===== src/rtl/cpu_pkg.sv =====
// Shared CPU types: data word, loader FSM states and frame sync marker.
package cpu_pkg;

    typedef logic [7:0] word_t;

    typedef enum logic [2:0] {
        IDLE,
        LEN,
        INSTR,
        IMM,
        WRITE,
        CHK
    } e_ldr_state;

    localparam word_t LDR_SYNC = 8'hA5;

    function automatic logic ldr_timed(input e_ldr_state s);
        return (s == LEN) || (s == INSTR) || (s == IMM) || (s == CHK);
    endfunction

endpackage


===== src/rtl/byte_timeout.sv =====
// Idle-cycle counter; pulses expired on the TIMEOUT-th consecutive enabled cycle.
module byte_timeout #(
    parameter int TIMEOUT = 1000
) (
    input  logic clk,
    input  logic rst,
    input  logic clr,
    input  logic en,
    output logic expired
);

    localparam int W = (TIMEOUT > 1) ? $clog2(TIMEOUT) : 1;

    logic [W-1:0] cnt_q;
    logic [W-1:0] cnt_d;
    logic         hit;

    assign hit     = (cnt_q == W'(TIMEOUT - 1));
    assign expired = en && hit;

    always_comb begin
        cnt_d = cnt_q;
        if (clr || expired) begin
            cnt_d = '0;
        end else if (en) begin
            cnt_d = cnt_q + 1'b1;
        end
    end

    always_ff @(posedge clk or posedge rst) begin
        if (rst) begin
            cnt_q <= '0;
        end else begin
            cnt_q <= cnt_d;
        end
    end

endmodule


===== src/rtl/prog_loader.sv =====
// Framed byte-stream program loader driving the instruction memory write port;
// keeps the CPU in reset until a checksum-verified frame has been written.
module prog_loader
    import cpu_pkg::*;
#(
    parameter int          ADDR_W    = 8,
    parameter int          TIMEOUT   = 1000,
    parameter logic [7:0]  SYNC_BYTE = LDR_SYNC
) (
    input  logic              clk,
    input  logic              rst,
    input  logic [7:0]        in_data,
    input  logic              in_valid,
    output logic              in_ready,
    output logic              imem_wr_en,
    output logic [ADDR_W-1:0] imem_addr,
    output logic [7:0]        imem_instr,
    output logic [7:0]        imem_imm,
    output logic              cpu_rst_n,
    output logic              load_busy,
    output logic              load_ok,
    output logic              load_err
);

    e_ldr_state        state_q, state_d;
    logic [ADDR_W-1:0] cnt_q, cnt_d;
    logic [ADDR_W-1:0] addr_q, addr_d;
    word_t             instr_q, instr_d;
    word_t             imm_q, imm_d;
    word_t             chk_q, chk_d;
    logic              ok_q, ok_d;
    logic              err_q, err_d;
    logic              run_q, run_d;

    logic xfer;
    logic timed;
    logic expired;

    assign xfer  = in_valid && in_ready;
    assign timed = ldr_timed(state_q);

    byte_timeout #(
        .TIMEOUT(TIMEOUT)
    ) u_timeout (
        .clk    (clk),
        .rst    (rst),
        .clr    (xfer || !timed),
        .en     (timed && !xfer),
        .expired(expired)
    );

    always_comb begin
        state_d = state_q;
        cnt_d   = cnt_q;
        addr_d  = addr_q;
        instr_d = instr_q;
        imm_d   = imm_q;
        chk_d   = chk_q;
        ok_d    = ok_q;
        err_d   = err_q;
        run_d   = run_q;

        unique case (state_q)
            IDLE: begin
                if (xfer && in_data == SYNC_BYTE) begin
                    state_d = LEN;
                    run_d   = 1'b0;
                    ok_d    = 1'b0;
                    err_d   = 1'b0;
                    chk_d   = '0;
                    cnt_d   = '0;
                    addr_d  = '0;
                end
            end
            LEN: begin
                if (xfer) begin
                    cnt_d   = ADDR_W'(in_data);
                    chk_d   = chk_q ^ in_data;
                    state_d = INSTR;
                end else if (expired) begin
                    err_d   = 1'b1;
                    state_d = IDLE;
                end
            end
            INSTR: begin
                if (xfer) begin
                    instr_d = in_data;
                    chk_d   = chk_q ^ in_data;
                    state_d = IMM;
                end else if (expired) begin
                    err_d   = 1'b1;
                    state_d = IDLE;
                end
            end
            IMM: begin
                if (xfer) begin
                    imm_d   = in_data;
                    chk_d   = chk_q ^ in_data;
                    state_d = WRITE;
                end else if (expired) begin
                    err_d   = 1'b1;
                    state_d = IDLE;
                end
            end
            WRITE: begin
                // A count of 0 means a full 2^ADDR_W words, so test before decrementing.
                cnt_d   = cnt_q - 1'b1;
                addr_d  = addr_q + 1'b1;
                state_d = (cnt_q == ADDR_W'(1)) ? CHK : INSTR;
            end
            CHK: begin
                if (xfer) begin
                    if (in_data == chk_q) begin
                        ok_d  = 1'b1;
                        run_d = 1'b1;
                    end else begin
                        err_d = 1'b1;
                    end
                    state_d = IDLE;
                end else if (expired) begin
                    err_d   = 1'b1;
                    state_d = IDLE;
                end
            end
            default: begin
                state_d = IDLE;
            end
        endcase
    end

    always_ff @(posedge clk or posedge rst) begin
        if (rst) begin
            state_q <= IDLE;
            cnt_q   <= '0;
            addr_q  <= '0;
            instr_q <= '0;
            imm_q   <= '0;
            chk_q   <= '0;
            ok_q    <= 1'b0;
            err_q   <= 1'b0;
            run_q   <= 1'b0;
        end else begin
            state_q <= state_d;
            cnt_q   <= cnt_d;
            addr_q  <= addr_d;
            instr_q <= instr_d;
            imm_q   <= imm_d;
            chk_q   <= chk_d;
            ok_q    <= ok_d;
            err_q   <= err_d;
            run_q   <= run_d;
        end
    end

    assign in_ready   = (state_q != WRITE);
    assign imem_wr_en = (state_q == WRITE);
    assign imem_addr  = addr_q;
    assign imem_instr = instr_q;
    assign imem_imm   = imm_q;
    assign cpu_rst_n  = run_q;
    assign load_busy  = (state_q != IDLE);
    assign load_ok    = ok_q;
    assign load_err   = err_q;

endmodule


===== config.mk =====
export PLATFORM = sky130hd
export DESIGN_NAME = prog_loader
export DESIGN_NICKNAME = d
export VERILOG_FILES = /design/src/rtl/cpu_pkg.sv /design/src/rtl/byte_timeout.sv /design/src/rtl/prog_loader.sv
export SDC_FILE = /design/constraint.sdc
export NUM_CORES = 1
export LEC_CHECK = 0
export BUFFER_PORTS_ARGS = -buffer_cell sky130_fd_sc_hd__buf_2
export CORE_MARGIN = 1.5
export CORE_UTILIZATION = 52
export CTS_CLUSTER_SIZE = 8
export DETAILED_ROUTE_END_ITERATION = 12
export PLACE_DENSITY = 0.77
export SYNTH_ARGS = -nofsm -noshare
export SYNTH_HDL_FRONTEND = slang
export SYNTH_SLANG_ARGS = --single-unit

===== constraint.sdc =====
create_clock -name clk -period 1.7 [get_ports clk]
set_clock_uncertainty 0.15 [all_clocks]
set_input_delay 0.085 -clock clk [delete_from_list [all_inputs] [get_ports clk]]
set_output_delay 0.085 -clock clk [all_outputs]
set_load 0.02 [all_outputs]

==> impl_metrics.py <==
metrics = {
    "synthesis": {
        "synth_edf_count": 0,
        "yosys_most_used_dff": "dfrtp_1",
        "synth_area_sq_um": 2980,
        "synth.top_cell.area_share": 0.462,
        "ys_seq_area_frac": 0.462,
        "syn_inst": 298,
        "netlist_top_cells_count": "dfrtp_1 (55), nor2_1 (32), nand2_1 (25)",
        "synth.area.top_cells": "dfrtp_1 (46%), mux2_2 (6.0%), xnor2_1 (4.4%)",
        "synth.most_common_cell": "dfrtp_1",
        "ys_seq_elements": 55,
        "async_flop_share": 1.00,
        "syn_avg_cell_area_sq_um": 10.0,
        "syn_nets": 313,
        "yosys.area.top_type": "dfrtp_1",
        "yosys_warnings": 0,
        "yosysUniqueCellTypes": 61,
    },
    "detailed_routing": {
        "via_per_inst": 5.84,
        "ant_nets": 0,
        "wl_mm": 7.89,
        "firstDrtPassIters": 4,
        "wire_per_inst_microns": 17.0,
        "drtIter0Drc": 207,
        "drc": 0,
        "via_count": 2703,
    },
    "critical_path": {
        "cp_top_family": "flip-flops",
        "cp.arrival_ns": 1.50,
        "worst_r2r_startpoint": "cnt_q[4]",
        "cp_common_cell": "buf_6",
        "start_kind": "register",
        "critPathCaptureType": "output pin",
        "cp.required_ns": 1.46,
        "cp-startpoint": "state_q[1]",
        "critPathBufInv": 3,
        "path_class": "register to output pin",
        "cp_slowest_stage_delay_ns": 0.45,
        "critical-path-slowest-cell": "dfrtp_2",
        "worstPathMaxFanout": 4,
        "cp_cell_sequence": "or3b_4 > clkinv_4 > buf_6 > buf_6",
    },
    "floorplan": {
        "initial_core_util": 0.541,
        "io_pins": 41,
        "die_y_microns": 78.7,
        "row_count": 27,
        "core-area_sq_um": 5510,
        "die_w_microns": 78.7,
        "dieArea_sq_um": 6190,
    },
    "clock_tree": {
        "clockBufferDepth": 2,
        "clk_pin_slew_worst_paths_ns": 0.10,
        "numCtsBuffers": 5,
        "cts.sinks": 55,
        "clock_latency_ns": 0.31,
        "root_buffer": "clkbuf_8",
        "htreeDepth": 2,
        "cts_tree": "done",
    },
    "power_and_ir_drop": {
        "power_density_nw_per_um2": 1500,
        "peakVddDrop_uv": 839,
        "power.static_leakage_nw": 1.76,
    },
    "timing": {
        "slew_viol_final": 0,
        "min_period_over_period": 1.02,
        "hold_ws_ns": 0.0186,
        "max_clock_freq_ghz": 0.576,
        "rsz0062_at_grt": "yes",
        "min_period_ns": 1.74,
        "tightest_slew_ns": 0.326,
        "report.final.setup_viol": 4,
        "relSlewSlack": 0.781,
        "final_hold_viol_count": 0,
        "setup_slack_ns": -0.0365,
    },
    "place": {
        "dpl.hpwl_mm": 5.21,
        "place_congestion": 0.915,
        "io_buffers": 40,
        "post_dp_cell_area_sq_um": 3550,
    },
    "cells_and_area": {
        "fin_nets": 406,
        "multiInputGateArea_sq_um": 1630,
        "fin_area_sq_um": 3980,
        "utilization": 0.722,
        "final_layout_size_suffix_gt1_frac": 0.412,
        "layout.area.seq_sq_um": 1380,
        "num-fill-cells": 386,
        "antennaDiodeCount": 0,
        "area_growth_pct": 33.5,
    },
    "grt": {
        "grt_pass1_vias": 2540,
        "track_usage": 0.251,
        "grt_pass1_wl_mm": 12.1,
        "grt_max_degree": 56,
        "grt_overflow": 0,
        "antenna_found_initial": 0,
    },
    "status": {
        "violations": "negative setup slack",
        "status": "complete, but fails checks",
    },
    "min_path": {
        "worstHoldStart": "in_data[3]",
        "hp-class": "primary input to register",
    },
    "flow_run": {
        "cap_viol_max_count": 0,
    },
}
## cell type report
class | count | share of cell area
well taps | 72 | 0.0227
clock inverters | 1 | 0.00126
repair buffers | 101 | 0.190
inverters | 8 | 0.00881
clock buffers | 6 | 0.0208
flip-flops and latches | 55 | 0.347
multi-input cells | 220 | 0.410
## where the power goes
part           total, mW  internal (mW)  switching, mW
clock network      0.739          0.321          0.418
registers           2.14           1.75          0.390
logic               3.09           1.48           1.61
## worst min-delay path: cells and delay by family
| family | cells | cell delay [ns] |
|---|---|---|
| compound gates | 1 | 0.06 |
| buf+inv | 2 | 0.25 |
| simple gates | 1 | 0.05 |
## state kept, by name, indices dropped and copies added, names as in the netlist
name,cells
imem_imm,8
cpu_rst_n,1
imem_instr,8
load_err,1
imem_addr,8
state_q,3
chk_q,8
cnt_q,8
u_timeout.cnt_q,10
## logic make-up after synthesis
kind of cell,synth area share
buf+inv,0.0454
simple gates,0.197
compound gates,0.162
mux,0.0605
fa+ha+maj,0.0168
xor+xnor,0.0559
flops,0.462
## cells in the final DEF, fill, tap and decap left out, types with 4 or more instances in the layout
cell and instances:
buf_6 10, a32oi_1 5, buf_4 48, nand2_1 24, buf_2 38, mux2_2 13, o21ai_0 13, nand3_1 10
xor2_1 4, dfrtp_1 53, a22o_1 4, xnor2_1 15, nor2_1 29, nand4_1 4, nor3_1 5, clkbuf_8 6
o211ai_1 5, o31ai_1 9, a21oi_1 10, inv_1 5
## layer usage
| layer | GRT usage | vias to the layer above | part of all wire | routed length (microns) |
|---|---|---|---|---|
| met5 | 0 | - | 0 | 0 |
| met4 | 0.100 | 0 | 0.022 | 172 |
| met3 | 0.0333 | 17 | 0.057 | 452 |
| met2 | 0.416 | 95 | 0.49 | 3900 |
| met1 | 0.334 | 1329 | 0.43 | 3360 |
| li1 | - | 1262 | - | - |
## metrics by stage
stage,TNS (ns),setup slack [ns],instances,power (mW)
2_1_floorplan,0,0.0138,298,3.76
6_report,-0.0895,-0.0365,463,5.97
3_3_place_gp,0,0.0126,442,4.67
5_1_grt,-0.428,-0.0613,463,6.30
4_1_cts,-0.00510,-0.00341,460,5.69
3_5_place_dp,-0.0583,-0.0485,442,4.75
## final timing paths
check | cells after the start | slack [ns] | end
setup reg to reg | 4 | -0.03 | state_q[1]
hold / removal | 4 | 0.02 | chk_q[3]
setup / recovery | 4 | -0.04 | imem_wr_en
hold reg to reg | 1 | 0.36 | imem_imm[4]
max in group asynchronous | 4 | 0.92 | cnt_q[0]
min in group asynchronous | 4 | 0.20 | imem_imm[1]
## what timing repair did
item	in CTS	in global routing
gates cloned	1	0
resized for setup	17	33
hold endpoints to repair	56	0
buffers inserted	8	3
pin swaps	4	9
endpoints found under the setup margin	9	49
hold buffers	2	0
Power figures use the tool's default switching activity.
